===== config.mk =====
export PLATFORM = sky130hd
export DESIGN_NAME = lcd_pixel_gen
export DESIGN_NICKNAME = d
export VERILOG_FILES = /design/src/rtl/lcd_pixel_gen.sv
export SDC_FILE = /design/constraint.sdc
export NUM_CORES = 1
export LEC_CHECK = 0
export CORE_ASPECT_RATIO = 1.75
export CORE_UTILIZATION = 32
export CTS_CLUSTER_SIZE = 20
export DETAILED_ROUTE_END_ITERATION = 16
export PLACE_DENSITY_LB_ADDON = 0.05
export SETUP_SLACK_MARGIN = 0.2
export SLEW_MARGIN = 10
export SYNTH_ARGS = -nofsm -noshare
export SYNTH_HDL_FRONTEND = slang
export SYNTH_SLANG_ARGS = --single-unit

===== constraint.sdc =====
create_clock -name CLK -period 7.7 [get_ports CLK]
set_input_delay 1.155 -clock CLK [delete_from_list [all_inputs] [get_ports CLK]]
set_output_delay 1.155 -clock CLK [all_outputs]
set_load 0.02 [all_outputs]

===== src/rtl/lcd_pixel_gen.sv =====
// lcd_pixel_gen: 800x480 test-pattern source (bars/grid/gradient/bouncing box), 1-cycle latency.
// Define PIXGEN_BORDER_EN to overlay a 2-pixel green border on every pattern.
module lcd_pixel_gen #(
    parameter int H_ACTIVE           = 800,
    parameter int V_ACTIVE           = 480,
    parameter int BOX_SIZE           = 64,
    parameter int STEP               = 2,
    parameter int FRAMES_PER_PATTERN = 120
) (
    input  logic        CLK,
    input  logic        RST_n,
    input  logic        DEN,
    input  logic        VD,
    input  logic [10:0] Columna,
    input  logic [9:0]  Fila,
    input  logic        NEXT,
    output logic [7:0]  R,
    output logic [7:0]  G,
    output logic [7:0]  B,
    output logic        DEN_O,
    output logic [1:0]  PATTERN
);
    typedef enum logic [1:0] {BARS, GRID, GRAD, BOX} pat_t;

    localparam int CW = $clog2(FRAMES_PER_PATTERN);
    localparam logic [CW-1:0] LAST = CW'(FRAMES_PER_PATTERN - 1);
    localparam logic signed [11:0] X_MAX = 12'(H_ACTIVE - BOX_SIZE);
    localparam logic signed [11:0] Y_MAX = 12'(V_ACTIVE - BOX_SIZE);
    localparam logic signed [11:0] ST = 12'(STEP);
    localparam logic signed [11:0] BS = 12'(BOX_SIZE);

    pat_t state, state_nx;
    logic vd_d, pend, tick, advance;
    logic [CW-1:0] cnt;
    logic signed [11:0] x, y, x_step, y_step, col, row;
    logic x_neg, y_neg;
    logic [2:0] bar;
    logic grid_on, in_box;
    logic [23:0] pix, pix_o;

    assign tick    = vd_d & ~VD;
    assign advance = tick & (pend | NEXT | (cnt == LAST));

    always_ff @(posedge CLK or negedge RST_n) begin
        if (!RST_n) begin
            vd_d <= 1'b1;
            pend <= 1'b0;
            cnt  <= '0;
        end else begin
            vd_d <= VD;
            if (advance) begin
                pend <= 1'b0;
                cnt  <= '0;
            end else begin
                if (NEXT)
                    pend <= 1'b1;
                if (tick)
                    cnt <= cnt + 1'b1;
            end
        end
    end

    always_ff @(posedge CLK or negedge RST_n) begin
        if (!RST_n)
            state <= BARS;
        else
            state <= state_nx;
    end

    always_comb begin
        state_nx = advance ? pat_t'(state + 2'd1) : state;
    end

    always_comb begin
        PATTERN = state;
    end

    // Reaching a limit exactly already flips direction, so the next step moves away.
    assign x_step = x_neg ? x - ST : x + ST;
    assign y_step = y_neg ? y - ST : y + ST;

    always_ff @(posedge CLK or negedge RST_n) begin
        if (!RST_n) begin
            x     <= '0;
            y     <= '0;
            x_neg <= 1'b0;
            y_neg <= 1'b0;
        end else if (tick) begin
            x     <= x_step >= X_MAX ? X_MAX : x_step <= 12'sd0 ? 12'sd0 : x_step;
            x_neg <= x_step >= X_MAX ? 1'b1 : x_step <= 12'sd0 ? 1'b0 : x_neg;
            y     <= y_step >= Y_MAX ? Y_MAX : y_step <= 12'sd0 ? 12'sd0 : y_step;
            y_neg <= y_step >= Y_MAX ? 1'b1 : y_step <= 12'sd0 ? 1'b0 : y_neg;
        end
    end

    assign bar     = 3'(Columna / 11'd100);
    assign col     = $signed({1'b0, Columna});
    assign row     = $signed({2'b0, Fila});
    assign grid_on = (Columna[5:0] == 6'd0) || (Fila[5:0] == 6'd0) ||
                     (Columna == 11'(H_ACTIVE - 1)) || (Fila == 10'(V_ACTIVE - 1));
    assign in_box  = (col >= x) && (col < x + BS) && (row >= y) && (row < y + BS);

    // Bar colour bits fall straight out of the bar index: R=~i[1], G=~i[2], B=~i[0].
    always_comb begin
        pix = state == BARS ? {{8{~bar[1]}}, {8{~bar[2]}}, {8{~bar[0]}}} :
              state == GRID ? {24{grid_on}} :
              state == GRAD ? {Columna[9:2], Fila[8:1], 8'h80} :
              in_box        ? 24'hFF0000 : 24'h000040;
    end

`ifdef PIXGEN_BORDER_EN
    always_comb begin
        pix_o = (Columna < 11'd2 || Columna >= 11'(H_ACTIVE - 2) ||
                 Fila < 10'd2 || Fila >= 10'(V_ACTIVE - 2)) ? 24'h00FF00 : pix;
    end
`else
    always_comb begin
        pix_o = pix;
    end
`endif

    always_ff @(posedge CLK or negedge RST_n) begin
        if (!RST_n) begin
            {R, G, B} <= '0;
            DEN_O     <= 1'b0;
        end else begin
            {R, G, B} <= DEN ? pix_o : 24'h0;
            DEN_O     <= DEN;
        end
    end
endmodule


== After elaboration in Yosys (flattened, before gate mapping) ==
Cells that the tools add are included.

* Register bits after elaboration: 62
* Output and inout bits: 27
* Logic and storage cells: 76

* $add $sub $neg: 8
* Divide/modulo/power cells: 1
* $lt $le $gt $ge: 8
* Equal/unequal tests: 5
* Mux-type cells: 19
* Bitwise operators: 8
* Reductions and logical operators: 15

{| class="wikitable"
|+ Operators with widths
! cell !! number
|-
| $mux W24 || 5
|-
| $mux W12 || 6
|-
| $add A12 B3 Y12 const B || 2
|-
| $add A12 B8 Y12 const B || 2
|-
| $le A12 B1 Y1 const B || 2
|-
| $sub A12 B3 Y12 const B || 2
|-
| $mux W7 || 2
|-
| $ge A11 B12 Y1 || 1
|-
| $ge A12 B10 Y1 const B || 1
|-
| $ge A12 B11 Y1 const B || 1
|-
| $ge A12 B12 Y1 || 1
|-
| $logic_not A6 Y1 || 2
|-
| $lt A11 B12 Y1 || 1
|-
| $lt A12 B12 Y1 || 1
|-
| $div A11 B7 Y11 const B || 1
|-
| $eq A11 B10 Y1 const B || 1
|-
| $eq A10 B9 Y1 const B || 1
|-
| $reduce_bool A2 Y1 || 4
|-
| $add A7 B1 Y7 const B || 1
|-
| $eq A7 B7 Y1 const B || 1
|-
| $mux W1 || 6
|-
| $not A1 Y1 || 4
|-
| $reduce_and A2 Y1 || 2
|-
| $logic_and A1 B1 Y1 || 3
|-
| other kinds (7) || 11
|}

== Logic depth before layout (Yosys ltp) ==
Gate-level depths: netlist of the first run.

* Depth in word-level cells: 10
* Mapped depth: 12
* Depth with buffers taken out: 12

== Least setup slack after synthesis of the first run ==
OpenSTA, ideal clock, no wires.

* Kind: input to register
* Start: input Fila[9]
* End: register R[4]
* Setup time: 83 ps
* Data arrival time: 3033 ps
* Data required time: 7617 ps
* Slack: 4584 ps
* Stages on the path: 9
* Path through: ha_1 -> o21ai_0 -> a2111oi_0 -> o21ai_0 -> a2111oi_0 -> nand3_1 -> nor4_1 -> o221ai_2 -> a31oi_1

* Cells in the longest elaborated chain, start to end: 8
* Elaborated cells between the ends (all ways): 11
* Classes of those cells: order compare (2); eq/ne (1); mux (5); reduce/logical (3)

{| class="wikitable"
|+ RTL lines
! element !! RTL line !! source
|-
| from (decl) || 15 || <nowiki>input logic [9:0] Fila,</nowiki>
|-
| $ge A11 B12 Y1 || 101 || <nowiki>assign in_box = (col >= x) && (col < x + BS) && (row >= y) && (row < y + BS);</nowiki>
|-
| $logic_and A1 B1 Y1 (2 in a row) || 101 ||
|-
| $mux W24 || 108 || <nowiki>in_box ? 24'hFF0000 : 24'h000040;</nowiki>
|-
| $mux W24 || 107 || <nowiki>state == GRAD ? {Columna[9:2], Fila[8:1], 8'h80} :</nowiki>
|-
| $mux W24 * || 106 || <nowiki>state == GRID ? {24{grid_on}} :</nowiki>
|-
| $mux W24 * || 105 || <nowiki>pix = state == BARS ? {{8{~bar[1]}}, {8{~bar[2]}}, {8{~bar[0]}}} :</nowiki>
|-
| $mux W24 * || 127 || <nowiki>{R, G, B} <= DEN ? pix_o : 24'h0;</nowiki>
|-
| to (signal assigned) || 127 ||
|-
| to (decl) || 17 || <nowiki>output logic [7:0] R,</nowiki>
|}

Mark *: on every way between the ends. The rest lies on a longest branch, timed or not.
A chain may end at the register's enable or synchronous reset.

== Worst setup path after layout of the first run ==
* Start: input Columna[10]
* End: register R[7]

* Cells in the longest elaborated chain, start to end: 9
* Elaborated cells between the ends (all ways): 15
* Classes of those cells: div (1); order compare (2); eq/ne (1); mux (5); bitwise (1); reduce/logical (5)

{| class="wikitable"
|+ RTL lines
! element !! RTL line !! source
|-
| from (decl) || 14 || <nowiki>input logic [10:0] Columna,</nowiki>
|-
| branches (longest 7 deep; another with $div A11 B7 Y11) || n/a ||
|-
| $mux W24 * || 105 ||
|-
| $mux W24 * || 127 ||
|}

Mark *: on every way between the ends.

==> metrics.txt, run 1 <==
dominant combinational cell family by area after synthesis=compound AO/OA/AOI/OAI gates; total DRC errors in the routed layout=0; cell area after technology mapping=roughly 5000 µm²; unrepaired setup endpoints after global routing=false; height of the die=around 170 µm; slowest library cell on the worst path=sky130_fd_sc_hd__clkdlybuf4s50_1; most frequently used flop master after synthesis=sky130_fd_sc_hd__dfrtp_1; Filler cells=1549; die area=16000 µm²; sequential area share after synthesis=between 20% and 30%; logic depth of the worst register-to-register path=12; Mapped Cells=between 500 and 600; post-route antenna net violation count=0; largest fanout of any net on the critical path=31; post-route core utilization=about two fifths; Yosys Warn Count=0; relative contribution of sequential cells to total power=around 23%; final worst path period share=around 60%; register bit total from synthesis=55; net switching power of the design=~960 µW; share of cells above drive strength 1=5.44%; Post-CTS Setup Inserts=0; Post-Route Skew=about 0.0080 ns; final hold violation count=0; worst slew pin tran=around 1.1 ns; run status=completed; leakage power=between 2 and 2.5 nW; CTS root buf=sky130_fd_sc_hd__clkbuf_16; vias in the first global route=between 4000 and 5000; path category of the worst min-delay check=flop to flop; Max Slew Vio Count=0; slack of the worst reg-to-reg path=roughly 4.4 ns; internal power of the cells=1.11 mW; Total Routed Length=approximately 14000 µm; most numerous cell on the critical path=sky130_fd_sc_hd__a2111oi_0; antenna violations before repair=0; startpoint type of the worst setup path=primary input; die boundary width=96.1 µm; launching point of the worst reg2reg path=x[6]; Initial Util=~33%; synthesized-area fraction occupied by xor and xnor cells=under 10%; final setup fails=0; Crit Reg-Reg Endpoint=R[7]; maximum single-stage delay on the critical path=just under 1 ns; number of I/O pins=between 50 and 60; syn avg cell area=between 8 and 9 µm²; Clk Latency, worst-skew pair=0.30 ns; multiplexer share of the synthesized area=0.832%; number of detailed-routing iterations run before antenna repair=4; post-synthesis adder-cell area fraction=between 10% and 20%; global-route congestion overflow total=0; TritonCTS Sinks=between 50 and 60; post-synthesis share of cell area spent on and, or, nand and nor gates=between 10% and 20%; proportion of synthesized flip-flops having asynchronous set or reset=100%; list of cells traversed by the critical path=clkdlybuf4s50_1 -> ha_1 -> nor3_1 -> a2111oi_0 -> o21ai_0 -> a2111oi_0 -> nand3_1 -> nor4_1 -> o221ai_2 -> a31oi_1; maximum level of the CTS H-tree=2; unique cell type count in the Yosys netlist=75; post-DR wirelength/cell=~17 µm; clock power share=13.2%; top library cells by usage in the layout, fill and taps aside=55 x sky130_fd_sc_hd__nor2_1, 54 x sky130_fd_sc_hd__dfrtp_1, 52 x sky130_fd_sc_hd__ha_1; worst setup path end=R[7]; Max Clock Freq=about 210 MHz; Synth Net Count=roughly 670; quantity of I/O buffers inserted on ports=52; maximum number of pins on one net before global-route repair=56; Core Rows=a little under 60; compound-cell area share of the yosys netlist=around 29%; total of cells resized after clock tree synthesis=0; combinational share of power=approximately 64%; global-route wire length before repair=approximately 23000 µm; placed wire-length estimate after detailed placement=10900 µm; launching element of the worst setup path=Columna[10]; data arrival time of the critical path=between 4 and 5 ns; count of routing violations after the opening detailed-route iteration=147; clock tree buffer depth=2; gpl congestion=approximately 0.89; max-capacitance violation count=0; Data required, critical path=between 7 and 8 ns; # nets final=about 700; antenna diode count=0; Worst Setup Path Type=primary input to flop; peak ir drop on the vdd network=0.000194 V; relative slew slack=between 20% and 30%; switching share of total power=between 40% and 50%; most common cell after layout, fill and taps aside=sky130_fd_sc_hd__nor2_1; Core Area=15000 µm²; clock tree from TritonCTS=built; vias post-DR=4470; global-route total usage across every layer=between 10% and 20%; overall power consumption=between 2 and 2.5 mW; CP Capture Type=flop; clock-pin slew reported for the worst setup and hold paths after clock tree synthesis=~0.080 ns; layout-stage area growth over the synthesis result=16.3%; EDFF count, synth=0; final worst path period need=between 4 and 5 ns; Sum Neg Setup Slack=0 ns; ratio of total power to cell area=between 300 and 400 nW/µm²; number of hold buffers added after cts=0; number of buffers created by CTS=5; via density per instance=around 5.5
area by class of cell:
| cell class | count | area [µm²] | area share, % |
|---|---|---|---|
| clock buffer | 5 | 125 | 2.17 |
| tap | 183 | 229 | 3.97 |
| sequential | 55 | 1380 | 23.9 |
| clock inverter | 3 | 47.5 | 0.824 |
| inverter | 46 | 173 | 2.99 |
| multi-input combinational | 461 | 3280 | 56.8 |
| timing repair buffer | 55 | 538 | 9.33 |
power groups by stage:
| stage | combinational [mW] | sequential [mW] | clock [mW] |
|---|---|---|---|
| 2_1_floorplan | 0.923 | 0.511 | 0 |
| 3_5_place_dp | 1.33 | 0.477 | 0 |
| 5_1_grt | 1.49 | 0.487 | 0.291 |
| 6_report | 1.33 | 0.467 | 0.272 |
| 4_1_cts | 1.34 | 0.471 | 0.281 |
| 3_3_place_gp | 1.31 | 0.476 | 0 |
synthesized netlist by cell type, types with 3 or more instances:
| cell | count | area [µm²] |
|---|---|---|
| sky130_fd_sc_hd__nor2_1 | 55 | 206 |
| sky130_fd_sc_hd__dfrtp_1 | 54 | 1350 |
| sky130_fd_sc_hd__ha_1 | 52 | 651 |
| sky130_fd_sc_hd__a21oi_1 | 46 | 230 |
| sky130_fd_sc_hd__inv_1 | 46 | 173 |
| sky130_fd_sc_hd__nand2_1 | 35 | 131 |
| sky130_fd_sc_hd__o21ai_0 | 33 | 165 |
| sky130_fd_sc_hd__xnor2_1 | 18 | 158 |
| sky130_fd_sc_hd__o21a_1 | 17 | 128 |
| sky130_fd_sc_hd__nand3_1 | 16 | 80.1 |
| sky130_fd_sc_hd__a21o_1 | 14 | 105 |
| sky130_fd_sc_hd__nor3_1 | 11 | 55.1 |
| sky130_fd_sc_hd__buf_2 | 9 | 45.0 |
| sky130_fd_sc_hd__clkbuf_1 | 9 | 33.8 |
| sky130_fd_sc_hd__nand2b_1 | 9 | 56.3 |
| sky130_fd_sc_hd__a32o_1 | 8 | 80.1 |
| sky130_fd_sc_hd__nor4_1 | 8 | 50.1 |
| sky130_fd_sc_hd__xor2_1 | 8 | 70.1 |
| sky130_fd_sc_hd__buf_4 | 7 | 52.6 |
| sky130_fd_sc_hd__o211ai_1 | 7 | 52.6 |
| sky130_fd_sc_hd__o31ai_1 | 7 | 52.6 |
| sky130_fd_sc_hd__a22o_1 | 6 | 52.6 |
| sky130_fd_sc_hd__o22ai_1 | 6 | 37.5 |
| sky130_fd_sc_hd__a211oi_1 | 5 | 37.5 |
| sky130_fd_sc_hd__and2_1 | 5 | 31.3 |
| sky130_fd_sc_hd__nor2b_1 | 5 | 31.3 |
| sky130_fd_sc_hd__o21ai_1 | 5 | 25.0 |
| sky130_fd_sc_hd__a2111oi_0 | 4 | 35.0 |
| sky130_fd_sc_hd__nand3b_1 | 4 | 30.0 |
| sky130_fd_sc_hd__o21bai_1 | 4 | 30.0 |
| sky130_fd_sc_hd__or4_1 | 4 | 30.0 |
| sky130_fd_sc_hd__a31oi_1 | 3 | 18.8 |
| sky130_fd_sc_hd__a32oi_1 | 3 | 26.3 |
| sky130_fd_sc_hd__and3_1 | 3 | 18.8 |
| sky130_fd_sc_hd__mux2i_1 | 3 | 30.0 |
| sky130_fd_sc_hd__o211a_1 | 3 | 30.0 |
state kept, by name, indices dropped and copies added (netlist names), 2 cells and up:
signal,flops
x,11
y,11
G,8
R,8
cnt,7
B,3
PATTERN,2
cells by family (layout without fill, tap and decap cells):
logic type | count (synthesis) | after routing
muxes | 4 | 4
buffers and inverters | 71 | 109
adders and majority gates | 54 | 54
AOI/OAI and AO/OA | 206 | 206
DFF | 55 | 55
xor gates and xnor gates | 26 | 26
and+or+nand+nor | 171 | 171
metal layers:
layer / vias to the layer above / track usage (%) / wire length, µm
met5: - / 0 / 0
met4: 0 / 6.10 / 382
met3: 22 / 2.05 / 329
met2: 76 / 35.6 / 7910
met1: 2132 / 19.4 / 5330
li1: 2240 / - / -
critical path: cells and delay by family:
kind / cells / cell delay (ns)
adders and majority gates: 1 / 0.59
and+or+nand+nor: 3 / 0.75
AOI/OAI and AO/OA: 5 / 1.45
buffers and inverters: 1 / 0.98
per-stage QoR:
step / area [µm²] / setup WS, ns / hold WS, ns / instances
2_1_floorplan: 4960 / 4.58 / 0.467 / 587
3_3_place_gp: 5600 / 3.01 / 0.485 / 800
3_5_place_dp: 5600 / 2.79 / 0.511 / 800
4_1_cts: 5770 / 3.09 / 0.524 / 808
5_1_grt: 5770 / 2.50 / 0.561 / 808
6_report: 5770 / 2.98 / 0.517 / 808
worst min path at each step:
| stage | startpoint | end | slack (ns) | cells past startpoint |
|---|---|---|---|---|
| 2_1_floorplan | cnt[4] | cnt[4] | 0.47 | 1 |
| 3_3_place_gp | cnt[1] | cnt[1] | 0.49 | 2 |
| 3_5_place_dp | cnt[4] | cnt[4] | 0.51 | 1 |
| 4_1_cts | cnt[4] | cnt[4] | 0.52 | 1 |
| 5_1_grt | cnt[4] | cnt[4] | 0.56 | 1 |
| 6_report | cnt[4] | cnt[4] | 0.52 | 1 |
Note: power is estimated with default switching activity, not from simulation.
==> run 2, diff against run 1 <==
- clock period: 7.7 -> 4.4 ns (I/O delays scaled with it)
==> metrics.txt, run 2 (synthesized netlist as in run 1, its figures left out) <==
path category of the worst min-delay check=primary input to asynchronous set/reset pin (was flop to flop); Core Rows=59 (unchanged); max-capacitance violation count=0 (unchanged); Largest regs=x (11), y (11) (unchanged); number of hold buffers added after cts=0 (unchanged); Post-CTS Setup Inserts=0 (unchanged); Post-Route Skew=0.00921 ns (was 0.00805 ns); leakage power=2.54 nW (was 2.49 nW); quantity of I/O buffers inserted on ports=52 (unchanged); maximum level of the CTS H-tree=2 (unchanged); number of placed instances, taps included=811 (was 800); layout-stage area growth over the synthesis result=17.7% (was 16.3%); peak ir drop on the vdd network=0.000264 V (was 0.000194 V); most common cell after layout, fill and taps aside=sky130_fd_sc_hd__nor2_1 (unchanged); clock tree buffer depth=2 (unchanged); logic depth of the worst register-to-register path=9 (was 12); CP Capture Type=flop (unchanged); final hold violation count=0 (unchanged); unrepaired setup endpoints after global routing=false (unchanged); global-route wire length before repair=22900 µm (was 23000 µm); run status=completed (unchanged); placed wire-length estimate after detailed placement=11500 µm (was 10900 µm); Max Clock Freq=roughly 280 MHz; final standard cell area without fillers=5840 µm² (was 5770 µm²); combinational share of power=65.1% (was 64.2%); Data required, critical path=4.62 ns (was 7.92 ns); Area after DPL=5680 µm² (was 5600 µm²); # nets final=715 (was 704); number of detailed-routing iterations run before antenna repair=4 (unchanged); die area=16000 µm² (unchanged); CTS root buf=sky130_fd_sc_hd__clkbuf_16 (unchanged); number of buffers created by CTS=5 (unchanged); fin cells=819 (was 808); via density per instance=5.60 (was 5.53); area taken by multi-input logic gates=3280 µm² (unchanged); Initial Util=33.1% (unchanged); Clk Latency, worst-skew pair=0.30 ns (about the same); TritonCTS Sinks=55 (unchanged); Register Area=1380 µm² (unchanged); Sum Neg Setup Slack=0 ns (unchanged); relative slew slack=37.3% (was 26.8%); relative contribution of sequential cells to total power=23.0% (was 22.6%); final setup fails=0 (unchanged); startpoint type of the worst setup path=primary input (unchanged); post-DR wirelength/cell=17.5 µm (was 17.3 µm); ratio of total power to cell area=613 nW/µm² (was 358 nW/µm²); antenna violations before repair=0 (unchanged); global-route total usage across every layer=18.5% (was 18.3%); clock-pin slew reported for the worst setup and hold paths after clock tree synthesis=0.08 ns (about the same); share of cells above drive strength 1=7.08% (was 5.44%); die boundary width=96.1 µm (unchanged); post-route core utilization=39.0% (was 38.5%); maximum number of pins on one net before global-route repair=36 (was 56); total DRC errors in the routed layout=0 (unchanged); count of routing violations after the opening detailed-route iteration=101 (was 147); gpl congestion=0.911 (was 0.894); internal power of the cells=1.89 mW (was 1.11 mW); Filler cells=1547 (was 1549); Core Area=15000 µm² (unchanged); antenna diode count=0 (unchanged); vias post-DR=4585 (was 4470); data arrival time of the critical path=3.74 ns (was 4.94 ns); height of the die=167 µm (unchanged); worst slew pin tran=0.941 ns (was 1.09 ns); switching share of total power=47.2% (was 46.5%); Total Routed Length=14300 µm (was 14000 µm); vias in the first global route=4505 (was 4585); number of I/O pins=53 (unchanged); Worst Setup Path Type=primary input to flop (unchanged); net switching power of the design=1.69 mW (was 960 µW); largest fanout of any net on the critical path=16 (was 31); final worst path period share=about four fifths; top library cells by usage in the layout, fill and taps aside=55 x sky130_fd_sc_hd__nor2_1, 54 x sky130_fd_sc_hd__dfrtp_1, 52 x sky130_fd_sc_hd__ha_1 (unchanged); final worst path period need=around 3.5 ns; Max Slew Vio Count=0 (unchanged); post-route antenna net violation count=0 (unchanged); clock tree from TritonCTS=built (unchanged); total of cells resized after clock tree synthesis=0 (unchanged); clock power share=11.9% (was 13.2%); global-route congestion overflow total=0 (unchanged)
-- run 2: per-stage QoR --
stage / total power, mW / worst slack, ns / hold slack, ns
global route: 3.91 / 0.605 / 0.330
CTS: 3.61 / 0.925 / 0.300
detailed placement: 3.16 / 0.644 / 0.501
finish: 3.58 / 0.885 / 0.293
floorplan: 2.51 / 1.61 / 0.364
global placement: 3.14 / 0.675 / 0.493
-- run 2: power by group through the flow --
stage / Combinational [mW] / Sequential (mW) / Clock, mW
floorplan: 1.62 / 0.894 / 0
global placement: 2.31 / 0.833 / 0
detailed placement: 2.32 / 0.840 / 0
finish: 2.33 / 0.823 / 0.427
CTS: 2.34 / 0.830 / 0.446
global route: 2.60 / 0.855 / 0.460
-- run 2: worst paths after layout --
kind                                 start  endpoint  slack (ns)
worst max register to register       y_neg      y[4]        1.20
max in group asynchronous            RST_n      vd_d        3.24
min in group CLK                    cnt[4]    cnt[4]        0.51
worst min-delay path                 RST_n      G[4]        0.29
worst min register to register      cnt[4]    cnt[4]        0.51
worst max-delay path            Columna[7]      R[7]        0.89
-- run 2: cell type report --
type | count | share of cell area [%]
sequential | 55 | 23.6
tap | 183 | 3.92
clock inverter | 3 | 0.579
inverter | 46 | 2.96
clock buffer | 5 | 2.14
multi-input combinational | 461 | 56.2
timing repair buffer | 66 | 10.6
-- run 2: critical path, cell delays in order --
cell,delay (ns)
sky130_fd_sc_hd__clkdlybuf4s50_1,0.90
sky130_fd_sc_hd__ha_1,0.34
sky130_fd_sc_hd__o211a_1,0.20
sky130_fd_sc_hd__o21ai_0,0.09
sky130_fd_sc_hd__o21ai_0,0.13
sky130_fd_sc_hd__a2111oi_0,0.31
sky130_fd_sc_hd__nand3_1,0.15
sky130_fd_sc_hd__nor4_1,0.49
sky130_fd_sc_hd__o221ai_2,0.27
sky130_fd_sc_hd__a31oi_1,0.19
-- run 2: routing by layer --
layer  global-route usage [%]  wire, µm  up-vias
li1                         -         -     2254
met3                     2.01       368       34
met4                     8.37       621        0
met2                     34.9      7940      101
met1                     19.5      5410     2196
met5                        0         0        -
